<file path="src/rtl/mips_mmio_port.sv">
// Memory-mapped I/O responder on the core data bus: output port register,
// synchronized input port with change flag, and a down-counting timer with irq.
module mips_mmio_port #(
    parameter logic [31:0] BASE_ADDR = 32'h1001_0000,
    parameter int          IN_WIDTH  = 8
) (
    input  logic                clk,
    input  logic                reset,
    input  logic [31:0]         address,
    input  logic [31:0]         write_data,
    input  logic                mem_write,
    input  logic                mem_read,
    output logic [31:0]         read_data,
    output logic                hit,
    input  logic [IN_WIDTH-1:0] port_in,
    output logic [31:0]         port_out,
    output logic                irq
);
    localparam logic [2:0] OFF_PORT_OUT = 3'd0;
    localparam logic [2:0] OFF_PORT_IN  = 3'd1;
    localparam logic [2:0] OFF_STATUS   = 3'd2;
    localparam logic [2:0] OFF_CTRL     = 3'd3;
    localparam logic [2:0] OFF_LOAD     = 3'd4;
    localparam logic [2:0] OFF_COUNT    = 3'd5;

    logic [IN_WIDTH-1:0] s1, in_sync, in_prev;
    logic [31:0]         load_q, count_q;
    logic [3:0]          ctrl_q;   // {EXP_IE, CHG_IE, ARL, TEN}
    logic                chg_q, exp_q;
    logic [2:0]          offset;
    logic                wr_en, chg_set, exp_set;
    logic                unused_ok;

    assign hit       = (address[31:5] == BASE_ADDR[31:5]);
    assign offset    = address[4:2];
    // Loads have no side effects and byte lanes are ignored.
    assign unused_ok = ^{address[1:0], mem_read};
    assign wr_en     = mem_write & hit;
    assign chg_set   = (in_sync != in_prev);
    assign exp_set   = ctrl_q[0] & (count_q == 32'd0);
    assign irq       = (chg_q & ctrl_q[2]) | (exp_q & ctrl_q[3]);

    always_comb begin
        read_data = 32'd0;
        if (hit) begin
            case (offset)
                OFF_PORT_OUT: read_data = port_out;
                OFF_PORT_IN:  read_data = 32'(in_sync);
                OFF_STATUS:   read_data = {30'd0, exp_q, chg_q};
                OFF_CTRL:     read_data = {28'd0, ctrl_q};
                OFF_LOAD:     read_data = load_q;
                OFF_COUNT:    read_data = count_q;
                default:      read_data = 32'd0;
            endcase
        end
    end

    always_ff @(posedge clk) begin
        if (reset) begin
            s1       <= '0;
            in_sync  <= '0;
            in_prev  <= '0;
            port_out <= 32'd0;
            ctrl_q   <= 4'd0;
            load_q   <= 32'd0;
            count_q  <= 32'd0;
            chg_q    <= 1'b0;
            exp_q    <= 1'b0;
        end else begin
            s1      <= port_in;
            in_sync <= s1;
            in_prev <= in_sync;

            if (wr_en && offset == OFF_PORT_OUT)
                port_out <= write_data;

            // Hardware set dominates a simultaneous write-1-to-clear.
            chg_q <= chg_set | (chg_q & ~(wr_en && offset == OFF_STATUS && write_data[0]));
            exp_q <= exp_set | (exp_q & ~(wr_en && offset == OFF_STATUS && write_data[1]));

            if (wr_en && offset == OFF_CTRL)
                ctrl_q <= write_data[3:0];
            else if (exp_set && !ctrl_q[1])
                ctrl_q[0] <= 1'b0;

            if (wr_en && offset == OFF_LOAD)
                load_q <= write_data;

            // A software LOAD write overrides any decrement or reload.
            if (wr_en && offset == OFF_LOAD)
                count_q <= write_data;
            else if (ctrl_q[0]) begin
                if (count_q != 32'd0)
                    count_q <= count_q - 32'd1;
                else if (ctrl_q[1])
                    count_q <= load_q;
            end
        end
    end
endmodule

</file>
<file path="config.mk">
export PLATFORM = sky130hd
export DESIGN_NAME = mips_mmio_port
export DESIGN_NICKNAME = d
export VERILOG_FILES = /design/src/rtl/mips_mmio_port.sv
export SDC_FILE = /design/constraint.sdc
export NUM_CORES = 1
export LEC_CHECK = 0
export ABC_AREA = 0
export CAP_MARGIN = 20
export CORE_MARGIN = 4
export CORE_UTILIZATION = 45
export DETAILED_ROUTE_END_ITERATION = 10
export GPL_TIMING_DRIVEN = 0
export HOLD_SLACK_MARGIN = 0.08
export PLACE_DENSITY = 0.75
export RECOVER_POWER = 25
export REMOVE_ABC_BUFFERS = 1
export SYNTH_ARGS = -nofsm -noshare
export SYNTH_HDL_FRONTEND = slang
export SYNTH_SLANG_ARGS = --single-unit
</file>
<file path="constraint.sdc">
create_clock -name clk -period 2.9 [get_ports clk]
set_input_delay 0.58 -clock clk [delete_from_list [all_inputs] [get_ports clk]]
set_output_delay 0.58 -clock clk [all_outputs]
set_load 0.1 [all_outputs]
</file>
* Word level (Yosys, flattened, before mapping)
Index checks and enable logic that the tools add are counted.
** Word-level totals
- Output and inout bits :: 66
- Bits of input ports :: 76
- Flip-flop bits (word level) :: 126
** Operators by class
- Add/sub/neg operators :: 1
- Mux-type cells :: 8
- Bitwise gates (word level) :: 11
- Equality and inequality tests :: 7
- Reductions and logical operators :: 15
** Operators with widths (number)
- $pmux 32 s6 :: 1
- $mux 32 :: 5
- $logic_not 32->1 :: 1
- $reduce_bool 32->1 :: 1
- $sub 32x1->32 const B :: 1
- $eq 27x24->1 const B :: 1
- $ne 8x8->1 :: 1
- $logic_and 1x1->1 :: 7
- $and 1x1->1 :: 6
- $eq 3x2->1 const B :: 2
- $eq 3x3->1 const B :: 2
- $reduce_bool 2->1 :: 2
- $eq 3x1->1 const B :: 1
- $logic_not 3->1 :: 1
- $or 1x1->1 :: 3
- $reduce_bool 3->1 :: 1
- $mux 1 :: 2
- $not 1->1 :: 2
- $reduce_and 2->1 :: 1
- $logic_not 1->1 :: 1

* Logic depth before layout (Yosys ltp)
Gate-level depths: netlist (run 1).
- Depth after elaboration :: 7
- Depth in mapped cells :: 10

* Worst setup path after synthesis (run 1)
Ideal clock, no wire load.
- Path kind :: input port to output port
- Start :: input port address[3]
- End :: output port read_data[11]
- Path slack :: -0.962 ns
- Stages :: 6
- Data required time :: 2.320 ns
- Arrival time :: 3.282 ns
- Path through :: clkbuf_1 -> or4_1 -> or3_1 -> clkbuf_1 -> clkbuf_1 -> nor2_1
** On the way
- Word-level cells in the longest chain between the ends :: 3
- Elaborated cells between the ends (all ways) :: 8
- Classes of those cells :: eq/ne (5); mux (2); reduce/logical (1)
** Ends and longest elaborated chain
- start, declared :: RTL line 9 : input logic [31:0] address,
- $eq 3x3->1 (tied with other cells) :: RTL line 46 : case (offset)
- $pmux 32 s6 * :: RTL line 46
- $mux 32 * :: RTL line 45 : if (hit) begin
- end, declared :: RTL line 13 : output logic [31:0] read_data,
Every way passes the cells marked *; elsewhere a longest branch is shown, timed or not.

* Final worst setup path (run 1)
- Start :: input port address[3]
- End :: output port read_data[14]
Same word-level chain as after synthesis.

==> results.sh, run 1 <==
export IMPL_path_class="input port to output pin"
export IMPL_maxSlewViolCount=0
export IMPL_syn_area_um2=6559
export IMPL_synth_xor_area_share_pct=1.736
export IMPL_finish_instance_area_um2=9392
export IMPL_clk_latency_ps=420
export IMPL_synth_edf_count=0
export IMPL_path_common_cell="buf_12"
export IMPL_seqCellArea_um2=2527
export IMPL_ys_seq_area_share_pct=38.46
export IMPL_synth_simple_area_share_pct=23.50
export IMPL_area_delta_synth_final_pct=43.19
export IMPL_clkSlewWorstSetupHoldPaths_ps=60
export IMPL_path_cells="buf_12 > or4_4 > or3_4 > buf_8 > buf_16 > nor2_4 > buf_12"
export IMPL_vias_per_cell=5.998
export IMPL_max_stage_delay_ps=570
export IMPL_final_common_cell="nand2_1"
export IMPL_worstMarginPinSlew_ps=1040
export IMPL_finalClockSkew_ps=5.531
export IMPL_outcome="completed"
export IMPL_critPathCaptureType="output pin"
export IMPL_setup_tns_final_ps=0
export IMPL_die_w_um=128.7
export IMPL_yosysWarnings=0
export IMPL_netSwitchingPower_w=0.0009390
export IMPL_synth_compound_area_share_pct=22.45
export IMPL_hpwl_um=13420
export IMPL_power_density_nw_per_um2=428.0
export IMPL_start_util_pct=46.53
export IMPL_htree_levels=4
export IMPL_ant_nets=0
export IMPL_nNetsFinal=1023
export IMPL_setup_viol=0
export IMPL_fin_ws_ps=30.12
export IMPL_core_area_um2=14100
export IMPL_holdBufCountCts=0
export IMPL_synth_adder_area_share_pct=0.3815
export IMPL_cap_violations=0
export IMPL_place_area_um2=8135
export IMPL_ios=142
export IMPL_multiInputGateArea_um2=4055
export IMPL_worstPathRequired_ps=2320
export IMPL_synth_area_per_cell_um2=8.097
export IMPL_antennaDiodeCount=0
export IMPL_layout_common_cells="nand2_1 (146), dfxtp_1 (124), a21oi_1 (95), clkdlybuf4s50_1 (73), nor2_1 (44)"
export IMPL_grt_overflow_total=0
export IMPL_synthFlopType="dfxtp_1"
export IMPL_cp_max_fo=5
export IMPL_cellLeakagePower_nw=3.365
export IMPL_dp_slack_ps=-1630
export IMPL_firstDrtPassIters=6
export IMPL_grt_pass1_vias=6526
export IMPL_final_layout_size_suffix_gt1_share_pct=23.80
export IMPL_grt_util_all_layers_pct=25.38
export IMPL_power_w=0.004020
export IMPL_numCtsBuffers=17
export IMPL_synth_top_family_by_area="simple AND/OR/NAND/NOR gates"
export IMPL_rsz0062_at_grt="true"
export IMPL_start_kind="input port"
export IMPL_synth_mux_area_share_pct=8.565
export IMPL_cts_root_buf="clkbuf_16"
export IMPL_finalCritPeriodShare_pct=98.96
export IMPL_cts_tree="done"
export IMPL_clock_sinks=126
export IMPL_critical_path_top_delay_family="simple AND/OR/NAND/NOR gates"
export IMPL_pwr_share_seq_pct=43.6
export IMPL_routabilityCongestion=0.8199
export IMPL_cp_num_buf_inv=4
export IMPL_rows=43
export IMPL_die_y_um=128.7
export IMPL_antenna_found_initial=0
export IMPL_routedWlPerCell_um=18.91
export IMPL_numPortBuffers=138
export IMPL_die_area_um2=16570
export IMPL_ys_types=64
export IMPL_drt_iter0_drc=784
export IMPL_arrival_ps=2290
export IMPL_post_route_util_pct=66.63
export IMPL_vias=6826
export IMPL_clockBufferDepth=2
export IMPL_ys_ff_latch=126
export IMPL_intPower_w=0.003081
export IMPL_worstHoldPathType="flop to flop"
export IMPL_combPwrFrac_pct=5.7
export IMPL_swShare_pct=23.36
export IMPL_clockPowerShare_pct=50.7
export IMPL_synthCells=810
export IMPL_finalHoldViolations=0
export IMPL_timing_final_crit_period_ps=2870
export IMPL_timing_slew_headroom_pct=30.44
export IMPL_crit_slowest_cell="or4_4"
export IMPL_synthArstFlopShare_pct=0
export IMPL_drc_errors=0
export IMPL_ir_drop_v=0.0003317
export IMPL_fill_cells=1159
export IMPL_fmax_mhz=348.4
export IMPL_grt_pass1_wl_um=33980
export IMPL_grt_max_degree=86
export IMPL_totalWireLength_um=21520
-- final timing paths --
check | from | to | slack, ps | cells past startpoint
min | s1[0]$_SDFF_PP0_ | in_sync[0]$_SDFF_PP0_ | 430 | 1
max | address[3] | read_data[14] | 30 | 7
min reg2reg | s1[0]$_SDFF_PP0_ | in_sync[0]$_SDFF_PP0_ | 430 | 1
max reg2reg | count_q[20]$_SDFFE_PP0P_ | count_q[5]$_SDFFE_PP0P_ | 70 | 7
-- stage by stage --
stage | hold WS, ps | instances
5_1_grt | 447.5 | 1138
6_report | 431.7 | 1138
2_1_floorplan | 413.8 | 744
3_3_place_gp | 418.3 | 1062
4_1_cts | 435.1 | 1126
3_5_place_dp | 423.7 | 1078
-- power by group through the flow --
stage	clock network [W]	logic (W)	registers (W)
2_1_floorplan	0	0.0000442	0.00179
3_3_place_gp	0	0.000222	0.00179
3_5_place_dp	0	0.000228	0.00179
4_1_cts	0.00204	0.000228	0.00175
5_1_grt	0.00213	0.000246	0.00175
6_report	0.00204	0.000231	0.00175
-- synth_stat cells (all sizes together), types with 8 or more instances --
library cell	n	area share, %
nor3	8	0.61
nor2	63	3.6
clkbuf	54	3.1
or4	14	1.8
inv	10	0.57
o21ai	22	1.7
or3	8	0.76
nor4	19	1.8
dfxtp	126	38
mux2	29	5.0
a211oi	13	1.7
nand2	148	8.5
mux2i	10	1.5
a21oi	97	7.4
a22oi	27	3.1
xor2	9	1.2
nor2b	31	3.0
buf	12	1.2
-- layer usage --
| metal | up-vias | global-route usage (%) | wire length [um] |
|---|---|---|---|
| li1 | 3204 | - | - |
| met1 | 3246 | 33.31 | 9015 |
| met2 | 328 | 42.04 | 10170 |
| met3 | 48 | 5.479 | 1912 |
| met4 | 0 | 7.474 | 424 |
| met5 | - | 0 | 0 |
-- sequential cells by signal (all words and copies together) (netlist names) --
signal	count
count_q	32
load_q	32
port_out	32
in_prev	8
in_sync	8
s1	8
ctrl_q	4
chg_q	1
exp_q	1
-- repair_timing --
| item | CTS | global route |
|---|---|---|
| resized for setup | 373 | 46 |
| setup buffers | 12 | 12 |
| setup endpoints to repair | 104 | 70 |
| cloned | 4 | 0 |
| pin swaps | 26 | 20 |
| endpoints found under the hold margin | 0 | 0 |
-- kinds of logic (layout without fill, tap and decap cells) --
kind of cell,count (synthesis),after routing
AOI/OAI and AO/OA,224,224
xor gates and xnor gates,13,13
adders and majority gates,2,2
buffers and inverters,76,222
DFF,126,126
muxes,45,45
and+or+nand+nor,324,326
-- cell type report --
cell class | count | area share (%)
Sequential cell | 126 | 26.91
Multi-Input combinational cell | 610 | 43.18
Timing Repair Buffer | 180 | 21.05
Clock inverter | 13 | 1.239
Clock buffer | 19 | 4.823
Tap cell | 180 | 2.398
Inverter | 10 | 0.3997
Note: power is estimated with default switching activity, not from simulation.
==> run 2, diff against run 1 <==
--- a/config.mk
+++ b/config.mk
@@ -18,3 +18,4 @@
 export SYNTH_ARGS = -nofsm -noshare
 export SYNTH_HDL_FRONTEND = slang
 export SYNTH_SLANG_ARGS = --single-unit
+export TNS_END_PERCENT = 30
==> results.sh, run 2 (synthesis results as in run 1) <==
export IMPL_rsz0062_at_grt="true"
export IMPL_top_regs="count_q: 32 flops, load_q: 32 flops, port_out: 32 flops"
export IMPL_power_w=0.004014
export IMPL_netSwitchingPower_w=0.0009314
export IMPL_max_stage_delay_ps=450
export IMPL_start_kind="input port"
export IMPL_maxSlewViolCount=40
export IMPL_timing_slew_headroom_pct=-28.37
export IMPL_post_route_util_pct=66.86
export IMPL_pwr_share_seq_pct=43.7
export IMPL_final_layout_size_suffix_gt1_share_pct=21.82
export IMPL_antennaDiodeCount=0
export IMPL_ir_drop_v=0.0003317
export IMPL_cts_root_buf="clkbuf_16"
export IMPL_grt_util_all_layers_pct=24.95
export IMPL_final_common_cell="nand2_1"
export IMPL_firstDrtPassIters=5
export IMPL_vias_per_cell=6.052
export IMPL_die_area_um2=16570
export IMPL_die_y_um=128.7
export IMPL_totalWireLength_um=21480
export IMPL_layout_common_cells="nand2_1 (146), dfxtp_1 (124), a21oi_1 (96), clkdlybuf4s50_1 (74), nor2_1 (39)"
export IMPL_grt_overflow_total=0
export IMPL_numCtsBuffers=17
export IMPL_r2r_start="count_q[20]$_SDFFE_PP0P_"
export IMPL_grt_pass1_wl_um=33500
export IMPL_cap_violations=1
export IMPL_finalHoldViolations=0
export IMPL_worstPathRequired_ps=2320
export IMPL_finalCritPeriodShare_pct=100.7
export IMPL_seqCellArea_um2=2527
export IMPL_power_density_nw_per_um2=425.9
export IMPL_setup_tns_final_ps=-117.1
export IMPL_grt_max_degree=86
export IMPL_routabilityCongestion=0.8199
export IMPL_clockPowerShare_pct=50.6
export IMPL_fmax_mhz=342.5
export IMPL_clk_latency_ps=410
export IMPL_swShare_pct=23.21
export IMPL_cp_max_fo=5
export IMPL_ant_nets=0
export IMPL_core_area_um2=14100
export IMPL_routedWlPerCell_um=19.11
export IMPL_holdBufCountCts=0
export IMPL_hold_path_end="in_sync[0]$_SDFF_PP0_"
export IMPL_numPortBuffers=138
export IMPL_drc_errors=0
export IMPL_path_cells="dlygate4sd2_1 > nor4_2 > nand2_2 > or3_4 > buf_8 > buf_16 > nor2_4 > buf_12"
export IMPL_ios=142
export IMPL_setup_viol=15
export IMPL_die_w_um=128.7
export IMPL_hpwl_um=13420
export IMPL_arrival_ps=2340
export IMPL_rrSetupSlack_ps=10
export IMPL_cellLeakagePower_nw=3.309
export IMPL_vias=6803
export IMPL_crit_slowest_cell="or3_4"
export IMPL_clock_sinks=126
export IMPL_start_util_pct=46.53
export IMPL_clkSlewWorstSetupHoldPaths_ps=60
export IMPL_area_delta_synth_final_pct=43.69
export IMPL_hold_depth=1
export IMPL_violations="max-capacitance violations, max-slew violations, negative setup slack"
export IMPL_path_class="input port to output pin"
export IMPL_htree_levels=4
export IMPL_reg2reg_to="count_q[10]$_SDFFE_PP0P_"
export IMPL_antenna_found_initial=0
export IMPL_multiInputGateArea_um2=4091
export IMPL_combPwrFrac_pct=5.7
export IMPL_rows=43
export IMPL_worstHoldPathType="flop to flop"
export IMPL_nNetsFinal=1009
export IMPL_timing_final_crit_period_ps=2919
export IMPL_finalClockSkew_ps=6.637
export IMPL_outcome="finished with violations"
export IMPL_intPower_w=0.003082
export IMPL_worstMarginPinSlew_ps=1926
export IMPL_worstHoldStart="s1[0]$_SDFF_PP0_"
export IMPL_fin_ws_ps=-19.39
export IMPL_fill_cells=1148
export IMPL_reg2reg_depth=6
export IMPL_critPathCaptureType="output pin"
export IMPL_drt_iter0_drc=706
export IMPL_cts_tree="done"
export IMPL_grt_pass1_vias=6438
export IMPL_clockBufferDepth=2
-- run 2: worst max path at each step --
stage,start,endpoint,cells after the start
2_1_floorplan,address[7],count_q[14]$_SDFFE_PP0P_,6
3_3_place_gp,address[2],count_q[17]$_SDFFE_PP0P_,7
3_5_place_dp,address[3],read_data[21],6
4_1_cts,count_q[20]$_SDFFE_PP0P_,count_q[30]$_SDFFE_PP0P_,6
5_1_grt,address[17],read_data[14],8
6_report,address[18],read_data[14],8
-- run 2: repair_timing --
item                                    in CTS  in global routing
gates cloned                                 3                  2
buffers inserted                             7                  2
gates resized for setup                    375                 50
endpoints found under the setup margin     104                 77
hold endpoints to repair                     0                  0
pin swaps                                   27                  5
-- run 2: through the flow --
| stage | worst slack, ps | hold WS, ps | std cells | cell area [um^2] |
|---|---|---|---|---|
| final | -19.39 | 430.5 | 1124 | 9424 |
| after global routing | -96.86 | 447.5 | 1124 | 9424 |
| after CTS | -78.88 | 435.1 | 1120 | 9211 |
| after detailed placement | -1630 | 423.7 | 1078 | 8135 |
| after global placement | -7351 | 418.3 | 1062 | 7881 |
| after floorplan | -1932 | 413.8 | 744 | 6275 |
-- run 2: cell type report --
type	count	area share, %
multi-input combinational	611	43.41
sequential	126	26.82
inverter	10	0.3983
clock buffer	19	4.806
timing repair buffer	165	20.94
tap	180	2.390
clock inverter	13	1.235
-- run 2: per-layer routing --
metal	track usage, %	vias up	routed length, um
li1	-	3181	-
met1	32.90	3223	8973
met2	41.16	359	10170
met3	5.438	40	1964
met4	7.288	0	365
met5	0	-	0
-- run 2: power groups by stage --
stage / clock network [W] / registers, W / logic (W)
after floorplan: 0 / 0.00179 / 0.0000442
final: 0.00203 / 0.00175 / 0.000231
after global placement: 0 / 0.00179 / 0.000222
after CTS: 0.00204 / 0.00175 / 0.000228
after detailed placement: 0 / 0.00179 / 0.000228
after global routing: 0.00213 / 0.00175 / 0.000246
-- run 2: worst max-delay path, delay by kind of cell --
| kind | cells | cell delay (ps) |
|---|---|---|
| and+or+nand+nor | 4 | 1000 |
| buffers and inverters | 4 | 730 |
